[src/rtl/us_ip_rx_proto_demux.sv]
// -----------------------------------------------------------------------------
// us_ip_rx_proto_demux
//
// Receive-side protocol demultiplexer. Takes the IP payload stream (IP header
// already stripped) and the IP protocol field as sideband, and steers each
// packet to the ICMP output (ICMP_PROTO) or to the UDP output (UDP_PROTO).
// Packets with any other protocol are discarded. Packets longer than
// MAX_BEATS beats are cut short: the beat at position MAX_BEATS goes out with
// tlast=1 and tuser=1, and the rest of the input packet is discarded.
// Every output is registered, so an output beat appears one cycle after its
// input beat.
//
// Optional feature: define PROTO_DEMUX_STATS_EN to add saturating 32-bit
// packet counters (stat_icmp_pkts, stat_udp_pkts, stat_drop_pkts).
//
// Ports:
//   rx_axis_aclk        clock
//   rx_axis_areset      asynchronous reset, active-high
//   ip_rx_axis_*        input payload stream (no backpressure)
//   ip_rx_protocol      IP protocol field, valid on the first beat
//   icmp_rx_axis_*      ICMP payload stream out (no tready)
//   udp_rx_axis_*       UDP payload stream out (no tready)
//   drop_pulse          one-cycle pulse per discarded or truncated packet
//   stat_*_pkts         packet counters (PROTO_DEMUX_STATS_EN only)
// -----------------------------------------------------------------------------
module us_ip_rx_proto_demux #(
   parameter int         DATA_WIDTH = 64,
   parameter int         MAX_BEATS  = 188,
   parameter logic [7:0] ICMP_PROTO = 8'h01,
   parameter logic [7:0] UDP_PROTO  = 8'h11
) (
   input  logic                    rx_axis_aclk,
   input  logic                    rx_axis_areset,
   input  logic [DATA_WIDTH-1:0]   ip_rx_axis_tdata,
   input  logic [DATA_WIDTH/8-1:0] ip_rx_axis_tkeep,
   input  logic                    ip_rx_axis_tvalid,
   input  logic                    ip_rx_axis_tlast,
   input  logic                    ip_rx_axis_tuser,
   input  logic [7:0]              ip_rx_protocol,
   output logic [DATA_WIDTH-1:0]   icmp_rx_axis_tdata,
   output logic [DATA_WIDTH/8-1:0] icmp_rx_axis_tkeep,
   output logic                    icmp_rx_axis_tvalid,
   output logic                    icmp_rx_axis_tlast,
   output logic                    icmp_rx_axis_tuser,
   output logic [DATA_WIDTH-1:0]   udp_rx_axis_tdata,
   output logic [DATA_WIDTH/8-1:0] udp_rx_axis_tkeep,
   output logic                    udp_rx_axis_tvalid,
   output logic                    udp_rx_axis_tlast,
   output logic                    udp_rx_axis_tuser,
   output logic                    drop_pulse
`ifdef PROTO_DEMUX_STATS_EN
   ,
   output logic [31:0]             stat_icmp_pkts,
   output logic [31:0]             stat_udp_pkts,
   output logic [31:0]             stat_drop_pkts
`endif
);

   localparam int         KEEP_WIDTH = DATA_WIDTH / 8;
   localparam logic [9:0] MAX_CNT    = 10'(MAX_BEATS);

   typedef enum logic [1:0] {
      ST_IDLE     = 2'd0,
      ST_FWD_ICMP = 2'd1,
      ST_FWD_UDP  = 2'd2,
      ST_DROP     = 2'd3
   } state_t;

   state_t                  state_q, state_d;
   logic [9:0]              cnt_q, cnt_d;
   logic                    sticky_q, sticky_d;

   logic                    sel_icmp_s, sel_udp_s;
   logic                    out_last_s, out_user_s;
   logic                    err_s;
   logic [9:0]              beat_num_s;

   logic [DATA_WIDTH-1:0]   icmp_tdata_q, icmp_tdata_d;
   logic [KEEP_WIDTH-1:0]   icmp_tkeep_q, icmp_tkeep_d;
   logic                    icmp_tvalid_q, icmp_tvalid_d;
   logic                    icmp_tlast_q, icmp_tlast_d;
   logic                    icmp_tuser_q, icmp_tuser_d;
   logic [DATA_WIDTH-1:0]   udp_tdata_q, udp_tdata_d;
   logic [KEEP_WIDTH-1:0]   udp_tkeep_q, udp_tkeep_d;
   logic                    udp_tvalid_q, udp_tvalid_d;
   logic                    udp_tlast_q, udp_tlast_d;
   logic                    udp_tuser_q, udp_tuser_d;
   logic                    drop_q, drop_d;

   // Next-state, beat counter, sticky error and routing decision for this beat.
   always_comb begin
      state_d    = state_q;
      cnt_d      = cnt_q;
      sticky_d   = sticky_q;
      sel_icmp_s = 1'b0;
      sel_udp_s  = 1'b0;
      out_last_s = 1'b0;
      out_user_s = 1'b0;
      drop_d     = 1'b0;
      err_s      = ip_rx_axis_tuser | sticky_q;
      beat_num_s = cnt_q + 10'd1;

      if (ip_rx_axis_tvalid) begin
         case (state_q)
            ST_IDLE: begin
               // First beat: the protocol field is only looked at here.
               if (ip_rx_protocol == ICMP_PROTO) begin
                  sel_icmp_s = 1'b1;
               end else if (ip_rx_protocol == UDP_PROTO) begin
                  sel_udp_s = 1'b1;
               end else begin
                  drop_d = 1'b1;
               end

               if (ip_rx_axis_tlast) begin
                  // Single-beat packet: never truncated since MAX_BEATS >= 2.
                  state_d    = ST_IDLE;
                  cnt_d      = 10'd0;
                  sticky_d   = 1'b0;
                  out_last_s = 1'b1;
                  out_user_s = err_s;
               end else begin
                  if (sel_icmp_s) begin
                     state_d = ST_FWD_ICMP;
                  end else if (sel_udp_s) begin
                     state_d = ST_FWD_UDP;
                  end else begin
                     state_d = ST_DROP;
                  end
                  cnt_d      = 10'd1;
                  sticky_d   = err_s;
                  out_last_s = 1'b0;
                  out_user_s = err_s;
               end
            end

            ST_FWD_ICMP, ST_FWD_UDP: begin
               sel_icmp_s = (state_q == ST_FWD_ICMP);
               sel_udp_s  = (state_q == ST_FWD_UDP);
               if (ip_rx_axis_tlast) begin
                  state_d    = ST_IDLE;
                  cnt_d      = 10'd0;
                  sticky_d   = 1'b0;
                  out_last_s = 1'b1;
                  out_user_s = err_s;
               end else if (beat_num_s == MAX_CNT) begin
                  // Over-long packet: close it here flagged as errored and
                  // swallow the remainder of the input packet.
                  state_d    = ST_DROP;
                  cnt_d      = cnt_q;
                  sticky_d   = 1'b0;
                  out_last_s = 1'b1;
                  out_user_s = 1'b1;
                  drop_d     = 1'b1;
               end else begin
                  cnt_d      = beat_num_s;
                  sticky_d   = err_s;
                  out_last_s = 1'b0;
                  out_user_s = err_s;
               end
            end

            ST_DROP: begin
               if (ip_rx_axis_tlast) begin
                  state_d  = ST_IDLE;
                  cnt_d    = 10'd0;
                  sticky_d = 1'b0;
               end else begin
                  state_d  = ST_DROP;
               end
            end

            default: begin
               state_d  = ST_IDLE;
               cnt_d    = 10'd0;
               sticky_d = 1'b0;
            end
         endcase
      end else begin
         state_d = state_q;
      end
   end

   // Output beat formation: data and keep are zero unless this side is selected.
   always_comb begin
      icmp_tvalid_d = sel_icmp_s;
      icmp_tdata_d  = sel_icmp_s ? ip_rx_axis_tdata : {DATA_WIDTH{1'b0}};
      icmp_tkeep_d  = sel_icmp_s ? ip_rx_axis_tkeep : {KEEP_WIDTH{1'b0}};
      icmp_tlast_d  = sel_icmp_s & out_last_s;
      icmp_tuser_d  = sel_icmp_s & out_user_s;
      udp_tvalid_d  = sel_udp_s;
      udp_tdata_d   = sel_udp_s ? ip_rx_axis_tdata : {DATA_WIDTH{1'b0}};
      udp_tkeep_d   = sel_udp_s ? ip_rx_axis_tkeep : {KEEP_WIDTH{1'b0}};
      udp_tlast_d   = sel_udp_s & out_last_s;
      udp_tuser_d   = sel_udp_s & out_user_s;
   end

   // State, counter, sticky error and registered outputs.
   always_ff @(posedge rx_axis_aclk or posedge rx_axis_areset) begin
      if (rx_axis_areset) begin
         state_q       <= ST_IDLE;
         cnt_q         <= 10'd0;
         sticky_q      <= 1'b0;
         icmp_tdata_q  <= {DATA_WIDTH{1'b0}};
         icmp_tkeep_q  <= {KEEP_WIDTH{1'b0}};
         icmp_tvalid_q <= 1'b0;
         icmp_tlast_q  <= 1'b0;
         icmp_tuser_q  <= 1'b0;
         udp_tdata_q   <= {DATA_WIDTH{1'b0}};
         udp_tkeep_q   <= {KEEP_WIDTH{1'b0}};
         udp_tvalid_q  <= 1'b0;
         udp_tlast_q   <= 1'b0;
         udp_tuser_q   <= 1'b0;
         drop_q        <= 1'b0;
      end else begin
         state_q       <= state_d;
         cnt_q         <= cnt_d;
         sticky_q      <= sticky_d;
         icmp_tdata_q  <= icmp_tdata_d;
         icmp_tkeep_q  <= icmp_tkeep_d;
         icmp_tvalid_q <= icmp_tvalid_d;
         icmp_tlast_q  <= icmp_tlast_d;
         icmp_tuser_q  <= icmp_tuser_d;
         udp_tdata_q   <= udp_tdata_d;
         udp_tkeep_q   <= udp_tkeep_d;
         udp_tvalid_q  <= udp_tvalid_d;
         udp_tlast_q   <= udp_tlast_d;
         udp_tuser_q   <= udp_tuser_d;
         drop_q        <= drop_d;
      end
   end

   assign icmp_rx_axis_tdata  = icmp_tdata_q;
   assign icmp_rx_axis_tkeep  = icmp_tkeep_q;
   assign icmp_rx_axis_tvalid = icmp_tvalid_q;
   assign icmp_rx_axis_tlast  = icmp_tlast_q;
   assign icmp_rx_axis_tuser  = icmp_tuser_q;
   assign udp_rx_axis_tdata   = udp_tdata_q;
   assign udp_rx_axis_tkeep   = udp_tkeep_q;
   assign udp_rx_axis_tvalid  = udp_tvalid_q;
   assign udp_rx_axis_tlast   = udp_tlast_q;
   assign udp_rx_axis_tuser   = udp_tuser_q;
   assign drop_pulse          = drop_q;

`ifdef PROTO_DEMUX_STATS_EN
   logic [31:0] stat_icmp_q, stat_icmp_d;
   logic [31:0] stat_udp_q, stat_udp_d;
   logic [31:0] stat_drop_q, stat_drop_d;

   // Saturating counters, driven from the registered output beats.
   always_comb begin
      stat_icmp_d = stat_icmp_q;
      stat_udp_d  = stat_udp_q;
      stat_drop_d = stat_drop_q;
      if (icmp_tvalid_q && icmp_tlast_q && (stat_icmp_q != 32'hFFFF_FFFF)) begin
         stat_icmp_d = stat_icmp_q + 32'd1;
      end else begin
         stat_icmp_d = stat_icmp_q;
      end
      if (udp_tvalid_q && udp_tlast_q && (stat_udp_q != 32'hFFFF_FFFF)) begin
         stat_udp_d = stat_udp_q + 32'd1;
      end else begin
         stat_udp_d = stat_udp_q;
      end
      if (drop_q && (stat_drop_q != 32'hFFFF_FFFF)) begin
         stat_drop_d = stat_drop_q + 32'd1;
      end else begin
         stat_drop_d = stat_drop_q;
      end
   end

   // Counter registers.
   always_ff @(posedge rx_axis_aclk or posedge rx_axis_areset) begin
      if (rx_axis_areset) begin
         stat_icmp_q <= 32'd0;
         stat_udp_q  <= 32'd0;
         stat_drop_q <= 32'd0;
      end else begin
         stat_icmp_q <= stat_icmp_d;
         stat_udp_q  <= stat_udp_d;
         stat_drop_q <= stat_drop_d;
      end
   end

   assign stat_icmp_pkts = stat_icmp_q;
   assign stat_udp_pkts  = stat_udp_q;
   assign stat_drop_pkts = stat_drop_q;
`endif

endmodule

[config.mk]
export PLATFORM = sky130hd
export DESIGN_NAME = us_ip_rx_proto_demux
export DESIGN_NICKNAME = d
export VERILOG_FILES = /design/src/rtl/us_ip_rx_proto_demux.sv
export SDC_FILE = /design/constraint.sdc
export NUM_CORES = 1
export LEC_CHECK = 0
export BUFFER_PORTS_ARGS = -buffer_cell sky130_fd_sc_hd__buf_2
export CAP_MARGIN = 5
export CORE_MARGIN = 2
export CORE_UTILIZATION = 43
export DETAILED_ROUTE_END_ITERATION = 8
export PLACE_DENSITY = 0.75
export SLEW_MARGIN = 0
export SYNTH_ARGS = -nofsm -noshare
export SYNTH_HDL_FRONTEND = slang
export SYNTH_SLANG_ARGS = --single-unit
[constraint.sdc]
create_clock -name rx_axis_aclk -period 5.3 [get_ports rx_axis_aclk]
set_input_delay 0.53 -clock rx_axis_aclk [delete_from_list [all_inputs] [get_ports rx_axis_aclk]]
set_output_delay 0.53 -clock rx_axis_aclk [all_outputs]
set_load 0.01 [all_outputs]
==> summary.txt, run 1 <==
Floorplanning
  • Chip width: approximately 120 microns
  • Ports: 236
  • FP Rows: 42
  • CORE AREA: 13190 sq um
  • Chip Height: between 100 and 150 microns
  • Die area: between 10000 and 15000 sq um
  • Initial Util: 0.4377

Yosys
  • Library cells used by synthesis: 42
  • Leading area contributor after synthesis: dfrtp_1
  • FF+latch count, synth: 164
  • Count leader, synth: dfrtp_1
  • Async set or reset register ratio after synthesis: 1.000
  • Largest family of logic cells by synthesized area: simple AND/OR/NAND/NOR gates
  • Post-Syn Instances: 432
  • Mux cell area share after synthesis: 0.003901
  • Syn_area_per_cell: 13.36 sq um
  • Main synth FF type: dfrtp_1
  • Compound-cell area share of the yosys netlist: 0.05375
  • Sequential share of the synthesized area: 0.7109
  • Synthesized Nets: between 500 and 600
  • Cell Area, Synth: around 5800 sq um
  • Xor-xnor portion of the synthesized cell area: 0
  • EDFF count, synth: 0
  • Top post-synthesis cells by area: dfrtp_1, and2_1, ha_1
  • Post-synthesis adder-cell area fraction: 0.01084
  • Post-synthesis simple-gate area fraction: 0.1998
  • Yosys warning total: 0
  • Area fraction of the dominant cell type after synthesis: 0.7109
  • Most frequent cells after synthesis: dfrtp_1, and2_1, clkbuf_1

Clocking
  • Hold_buf cts: 0
  • Clock slew at reported path FFs: ~0.060 ns
  • Post_cts resized: 0
  • CTS tree: done
  • CTS Buffer Depth: 2
  • Postcts setup bufs: 0
  • Clock Sinks: approximately 160
  • Htree depth: 4
  • Worst skew pair latency: about 0.4 ns
  • Root Buffer Master: clkbuf_16
  • CTS Buf Count: 17

Status
  • Status: completed

Critical path
  • R2R cell count: 6
  • CP Cell Sequence: ha_1 > nand2b_1 > nor4_2 > a31o_1 > or2_1 > o2bb2ai_1
  • Critical Path RT: approximately 5.6 ns
  • CP Capture Type: flop
  • WS Path Type: reg2reg
  • Reg2reg end: cnt_q[9]
  • Type of origin of the critical path: flop
  • CP Max Fanout: 12
  • CP max stage cell: nor4_2
  • Crit Reg-Reg Startpoint: cnt_q[0]
  • Data arrival, critical path: between 2 and 3 ns
  • R2r setup slk: 2.86 ns
  • Delay of the slowest cell on the worst path: around 0.53 ns

Hold path
  • HP Start: ip_rx_axis_tdata[35]
  • WHS Endpoint: udp_rx_axis_tdata[35]
  • Worst Hold Class: in2reg
  • Hold Path Cell Cnt: 2

STA
  • Final period demand of the worst path: around 2.4 ns
  • Max Fclk: around 410 MHz
  • Tcrit/Tclk final: 0.4601
  • Final setup viols: 0
  • Unrepaired setup endpoints after global routing: no
  • Fin Setup TNS: 0 ns
  • Worst Skew: between 0.008 and 0.009 ns
  • Final hold vios: 0
  • Max-slew violation count: 0
  • Max-slew headroom: 0.3778
  • Least-Margin Pin Slew: a little over 0.9 ns

Detailed routing
  • Routed Antenna Nets: 0
  • Routed WL: 12.52 mm
  • Initial DRC count: approximately 200
  • Vias: ~4000
  • DRT Pass-1 Iters: 4
  • Drt via density: 4.642
  • WL per Instance: approximately 15 microns
  • Residual DRC: 0

Place
  • GP Congestion: between 0.8 and 0.9
  • DP HPWL: 8.901 mm
  • I/O Buffers: between 200 and 250

Global route
  • First-pass GRT wire length: between 15 and 20 mm
  • Antenna violations before repair: 0
  • Vias in the first global route: 4001
  • GRT overflow: 0
  • Largest net degree at the start of global routing: about 110
  • GRT Overall Usage: 0.1804

Cells and area
  • Share of cells above drive strength 1: 0.4076
  • Area of the multi-input gates: approximately 1600 sq um
  • Register area: 4104 sq um
  • Fill cell count: ~1100
  • Nets: 760
  • Area growth syn-to-layout: 33.23%
  • Ant diodes: 0

Pwr
  • Leak: between 4 and 5 nW
  • Tot Pwr: around 3.1 mW
  • Pwr/cell area: approximately 400 nW/um^2
  • Maximum vdd drop: about 0.19 mV

Job
  • Max Cap Violations: 0
[cells in the final DEF (no fill, tap or decap), types with 2 or more instances in the layout]
| master | netlist | routed |
|---|---|---|
| a211oi_1 | 2 | 2 |
| a21boi_4 | 0 | 2 |
| a21oi_1 | 5 | 5 |
| a31oi_1 | 2 | 2 |
| and2_1 | 145 | 145 |
| buf_2 | 3 | 235 |
| buf_4 | 0 | 3 |
| clkbuf_1 | 15 | 3 |
| clkbuf_16 | 0 | 17 |
| clkbuf_8 | 0 | 3 |
| clkinv_2 | 0 | 3 |
| clkinvlp_4 | 0 | 3 |
| dfrtp_1 | 164 | 164 |
| ha_1 | 5 | 5 |
| inv_1 | 10 | 9 |
| inv_6 | 0 | 2 |
| nand2_1 | 12 | 12 |
| nand2b_1 | 3 | 3 |
| nand4_1 | 5 | 5 |
| nor2_1 | 9 | 9 |
| nor2b_1 | 6 | 6 |
| o211ai_1 | 2 | 2 |
| o21ai_0 | 11 | 11 |
| o31ai_1 | 3 | 3 |
| o41ai_2 | 3 | 3 |
| or3_1 | 2 | 2 |
[worst max-delay path, delay by kind of cell, from the launching register on]
family,cells,cell delay (ns)
compound gates,2,0.58
fa+ha+maj,1,0.25
flops,1,0.43
simple gates,3,1.04
[through the flow]
stage | cells | cell area, sq um | hold WS [ns] | setup slack, ns | utilization
4_1_cts | 858 | 7691 | 0.3115 | 2.801 | 0.5831
3_3_place_gp | 827 | 7137 | 0.5098 | 2.610 | 0.5411
6_report | 858 | 7691 | 0.3310 | 2.861 | 0.5831
3_5_place_dp | 827 | 7137 | 0.5389 | 2.480 | 0.5411
2_1_floorplan | 432 | 5773 | 0.4882 | 0.3367 | -
5_1_grt | 858 | 7691 | 0.3160 | 2.651 | 0.5831
[where the power goes]
part | leakage (nW) | internal [mW] | switching [mW]
combinational | 1.83 | 0.200 | 0.288
clock | 0.265 | 0.680 | 0.459
sequential | 2.24 | 1.38 | 0.0482
total | 4.34 | 2.26 | 0.796
[flip-flops by register name (all words and copies together) (netlist names), 2 cells and up]
| name | cells |
|---|---|
| cnt_q | 10 |
| icmp_rx_axis_tdata | 64 |
| icmp_rx_axis_tkeep | 8 |
| state_q | 2 |
| udp_rx_axis_tdata | 64 |
| udp_rx_axis_tkeep | 8 |
[how the worst max path moves through the flow]
stage	startpoint	end	slack [ns]	cells after the start
floorplan	rx_axis_areset	cnt_q[0]	0.34	1
detailed placement	ip_rx_protocol[6]	icmp_rx_axis_tdata[35]	2.48	6
CTS	state_q[0]	icmp_rx_axis_tdata[35]	2.80	6
global route	state_q[1]	udp_rx_axis_tdata[40]	2.65	6
global placement	ip_rx_protocol[6]	udp_rx_axis_tdata[25]	2.61	6
finish	cnt_q[0]	cnt_q[9]	2.86	6
[logic make-up after synthesis]
group | Yosys count
AO/OA/AOI/OAI | 42
flip-flops | 164
buffers and inverters | 29
adder cells (fa/ha/maj) | 5
multiplexers | 2
AND/OR/NAND/NOR | 190
[metal layers]
metal  share of wire  global-route usage  up-vias  routed length [microns]
met3           0.064             0.05323       22                      805
met1            0.41              0.2204     1942                     5087
li1                -                   -     1860                        -
met2            0.51              0.2950      159                     6362
met4           0.021             0.08529        0                      260
met5               0                   0        -                        0
[final cells by class]
class | instances | share of cell area
clock buffers | 23 | 0.06214
multi-input cells | 239 | 0.2043
well taps | 176 | 0.02863
flip-flops and latches | 164 | 0.5336
repair buffers | 238 | 0.1558
inverters | 10 | 0.005531
clock inverters | 8 | 0.009924
Power figures use the tool's default switching activity.
==> run 2: changes to the inputs <==
--- a/config.mk
+++ b/config.mk
@@ -5,12 +5,13 @@
 export SDC_FILE = /design/constraint.sdc
 export NUM_CORES = 1
 export LEC_CHECK = 0
+export ABC_AREA = 1
 export BUFFER_PORTS_ARGS = -buffer_cell sky130_fd_sc_hd__buf_2
 export CAP_MARGIN = 5
 export CORE_MARGIN = 2
-export CORE_UTILIZATION = 43
+export CORE_UTILIZATION = 48
 export DETAILED_ROUTE_END_ITERATION = 8
-export PLACE_DENSITY = 0.75
+export PLACE_DENSITY = 0.79
 export SLEW_MARGIN = 0
 export SYNTH_ARGS = -nofsm -noshare
 export SYNTH_HDL_FRONTEND = slang
==> constraint.sdc (replaced) <==
create_clock -name rx_axis_aclk -period 2.5 [get_ports rx_axis_aclk]
set_input_delay 0.25 -clock rx_axis_aclk [delete_from_list [all_inputs] [get_ports rx_axis_aclk]]
set_output_delay 0.25 -clock rx_axis_aclk [all_outputs]
set_load 0.01 [all_outputs]
==> run 2 against run 1 <==
Against the previous run: setup slack worse by 2.3 ns; via count up 8.9%; fmax rose by 26%; final cell count rose by 15%; sequential share of layout area fell by 1.5 points; total power increased by 120%; global-route usage up 2.2 points; count of clock-buffer cells in the layout is the same; die area down 7.2%; sequential cell count unchanged; largest cell class unchanged; highest routed layer unchanged.
==> summary.txt, run 2 <==
Status
  • Status: completed

Yosys
  • Async set or reset register ratio after synthesis: 1.000 (unchanged)
  • Post-Syn Instances: 565 (+31%)
  • Top post-synthesis cells by area: dfrtp_1, nor2_1, inv_1
  • Count leader, synth: dfrtp_1
  • Most frequent cells after synthesis: dfrtp_1, nor2_1, inv_1
  • Syn_area_per_cell: 10.56 sq um (-21%)
  • Area fraction of the dominant cell type after synthesis: 0.6878 (-0.02310)
  • Yosys warning total: 0 (unchanged)
  • Sequential share of the synthesized area: 0.6878 (-0.02310)
  • Cell Area, Synth: 5967 sq um (+3.4%)
  • Synthesized Nets: 655 (+25%)
  • Library cells used by synthesis: 27 (-36%)
  • Main synth FF type: dfrtp_1
  • EDFF count, synth: 0 (unchanged)
  • FF+latch count, synth: 164 (unchanged)
  • Leading area contributor after synthesis: dfrtp_1

Cells and area
  • Commonest non-fill, non-tap cell in the layout: buf_2
  • Final Core Density: 0.6561 (+0.07302)
  • Fill cell count: 935 (-13%)
  • Area growth syn-to-layout: 32.63%
  • Nets: 898 (+18%)
  • Most frequent cells in the layout: buf_2, dfrtp_1, nor2_1
  • Ant diodes: 0 (unchanged)
  • Share of cells above drive strength 1: 0.3805 (-0.02714)
  • Register area: 4104 sq um (unchanged)
  • Area of the multi-input gates: 1369 sq um (-13%)

STA
  • Max-slew headroom: 0.6963 (+0.3185)
  • Final setup viols: 0 (unchanged)
  • Max Fclk: 517.1 MHz (+26%)
  • Fin Setup TNS: 0 ns (unchanged)
  • Final period demand of the worst path: 1.934 ns (-0.5046 ns)
  • Final hold vios: 0 (unchanged)
  • Worst Skew: 0.004818 ns (-0.003224 ns)
  • Unrepaired setup endpoints after global routing: no
  • Least-Margin Pin Slew: 0.4556 ns (-0.4778 ns)
  • Tcrit/Tclk final: 0.7736 (+0.3135)
  • Max-slew violation count: 0 (unchanged)

Global route
  • GRT overflow: 0 (unchanged)
  • GRT Overall Usage: 0.2025 (+0.02208)
  • Antenna violations before repair: 0 (unchanged)
  • Vias in the first global route: 4163 (+4.0%)
  • First-pass GRT wire length: 20.40 mm (+2.3%)
  • Largest net degree at the start of global routing: 87 (-22%)

Detailed routing
  • Drt via density: 4.390 (-5.4%)
  • Vias: 4337 (+8.9%)
  • Residual DRC: 0 (unchanged)
  • DRT Pass-1 Iters: 4 (unchanged)
  • Routed WL: 13.05 mm (+4.2%)
  • Routed Antenna Nets: 0 (unchanged)
  • Initial DRC count: 310 (+53%)
  • WL per Instance: 13.20 microns (-9.5%)

Hold path
  • Hold Path Cell Cnt: 3 (+1)
  • HP Start: ip_rx_axis_tdata[7]
  • Worst Hold Class: in2reg

Critical path
  • Data arrival, critical path: 2.29 ns (-0.43 ns)
  • Critical Path RT: 2.85 ns (-2.74 ns)
  • WS Path Type: reg2reg
  • Setup crit start: cnt_q[0]
  • Worst setup endpoint: cnt_q[0]
  • Type of origin of the critical path: flop
  • Crit Reg-Reg Startpoint: cnt_q[0]
  • Reg2reg end: cnt_q[0]
  • R2R cell count: 12 (+6)
  • CP Capture Type: flop
  • CP Max Fanout: 13 (+1)
  • R2r setup slk: 0.57 ns (-2.30 ns)

Floorplanning
  • Ports: 236 (unchanged)
  • Chip width: 115.5 microns (-3.6%)
  • FP Rows: 40 (-4.8%)
  • Die area: 13340 sq um (-7.2%)
  • Initial Util: 0.4947 (+0.05703)
  • Chip Height: 115.5 microns (-3.6%)
  • CORE AREA: 12060 sq um (-8.6%)

Clocking
  • Htree depth: 4 (unchanged)
  • Root Buffer Master: clkbuf_16
  • CTS Buffer Depth: 2 (unchanged)
  • Clock Sinks: 164 (unchanged)
  • Worst skew pair latency: 0.41 ns (about the same)
  • Hold_buf cts: 1 (+1)
  • Post_cts resized: 0 (unchanged)
  • CTS Buf Count: 17 (unchanged)
  • Postcts setup bufs: 0 (unchanged)
  • CTS tree: done
  • Clock slew at reported path FFs: 0.06 ns (about the same)

Place
  • DP HPWL: 9.064 mm (+1.8%)
  • I/O Buffers: 235 (unchanged)
  • GP Congestion: 0.8414 (+4.2%)

Pwr
  • Comb pwr share: 0.166 (+0.006)
  • Sw Share: 0.2666 (+0.005831)
  • Cell-internal power: 4.861 mW (+120%)
  • Switching power: 1.767 mW (+120%)
  • Pwr/cell area: 837.5 nW/um^2 (+110%)
  • Seq pwr share: 0.456 (-0.011)
  • Leak: 4.847 nW (+12%)
  • Clock share of power: 0.378 (+0.005)
  • Maximum vdd drop: 0.3477 mV (+82%)

Job
  • Max Cap Violations: 0 (unchanged)
run 2: layout make-up:
type,instances,share of cell area
Sequential cell,164,0.5186
Timing Repair Buffer,242,0.1619
Tap cell,168,0.02656
Clock inverter,8,0.01265
Clock buffer,23,0.06040
Inverter,98,0.04696
Multi-Input combinational cell,285,0.1730
run 2: cell families (layout without fill, tap and decap cells):
group	count (synthesis)	after routing	share of synthesized area
simple gates	267	267	0.2032
flops	164	164	0.6878
buf+inv	116	371	0.08367
compound gates	11	11	0.01195
fa+ha+maj	5	5	0.01048
xor+xnor	2	2	0.002936
run 2: power groups by stage:
| stage | sequential [mW] | clock (mW) | combinational (mW) |
|---|---|---|---|
| global placement | 3.06 | 0 | 1.09 |
| global route | 3.05 | 2.68 | 1.22 |
| floorplan | 3.21 | 0 | 0.499 |
| detailed placement | 3.07 | 0 | 1.10 |
| finish | 3.02 | 2.51 | 1.10 |
| CTS | 3.02 | 2.55 | 1.12 |
run 2: per-layer routing:
metal  wire (microns)  vias to the layer above  GRT usage  part of all wire
met5                0                        -          0                 0
met4              278                        0    0.09237             0.021
met3              820                       21    0.05230             0.063
met2             6931                      143     0.3559              0.53
met1             5014                     2041     0.2326              0.38
li1                 -                     2132          -                 -
run 2: through the flow:
step                worst slack, ns  hold WS [ns]  area, sq um  std cells  power (mW)
floorplan                    0.1652        0.3781         5971        565       3.710
CTS                          0.5313       0.04119         7914        988       6.692
global route                 0.3750       0.05029         7914        988       6.953
finish                       0.5660       0.06171         7914        988       6.628
detailed placement           0.5471        0.4326         7326        956       4.172
global placement             0.5784        0.4365         7326        956       4.152
run 2: worst max-delay path, cell delays in order (launching register included):
cell	delay, ns
dfrtp_1	0.41
ha_1	0.25
nand2_1	0.14
inv_1	0.07
nand2_1	0.06
nand2_1	0.06
nor2_1	0.08
nand2_1	0.08
nor2_4	0.15
nand3_4	0.23
nand2_4	0.20
nand2_1	0.07
nand2_1	0.05
run 2: worst min path at each step:
stage,to,slack (ns)
6_report,udp_rx_axis_tdata[7],0.06
5_1_grt,udp_rx_axis_tdata[16],0.05
4_1_cts,udp_rx_axis_tdata[7],0.04
3_5_place_dp,icmp_rx_axis_tdata[45],0.43
3_3_place_gp,icmp_rx_axis_tdata[44],0.44
2_1_floorplan,udp_rx_axis_tdata[0],0.38
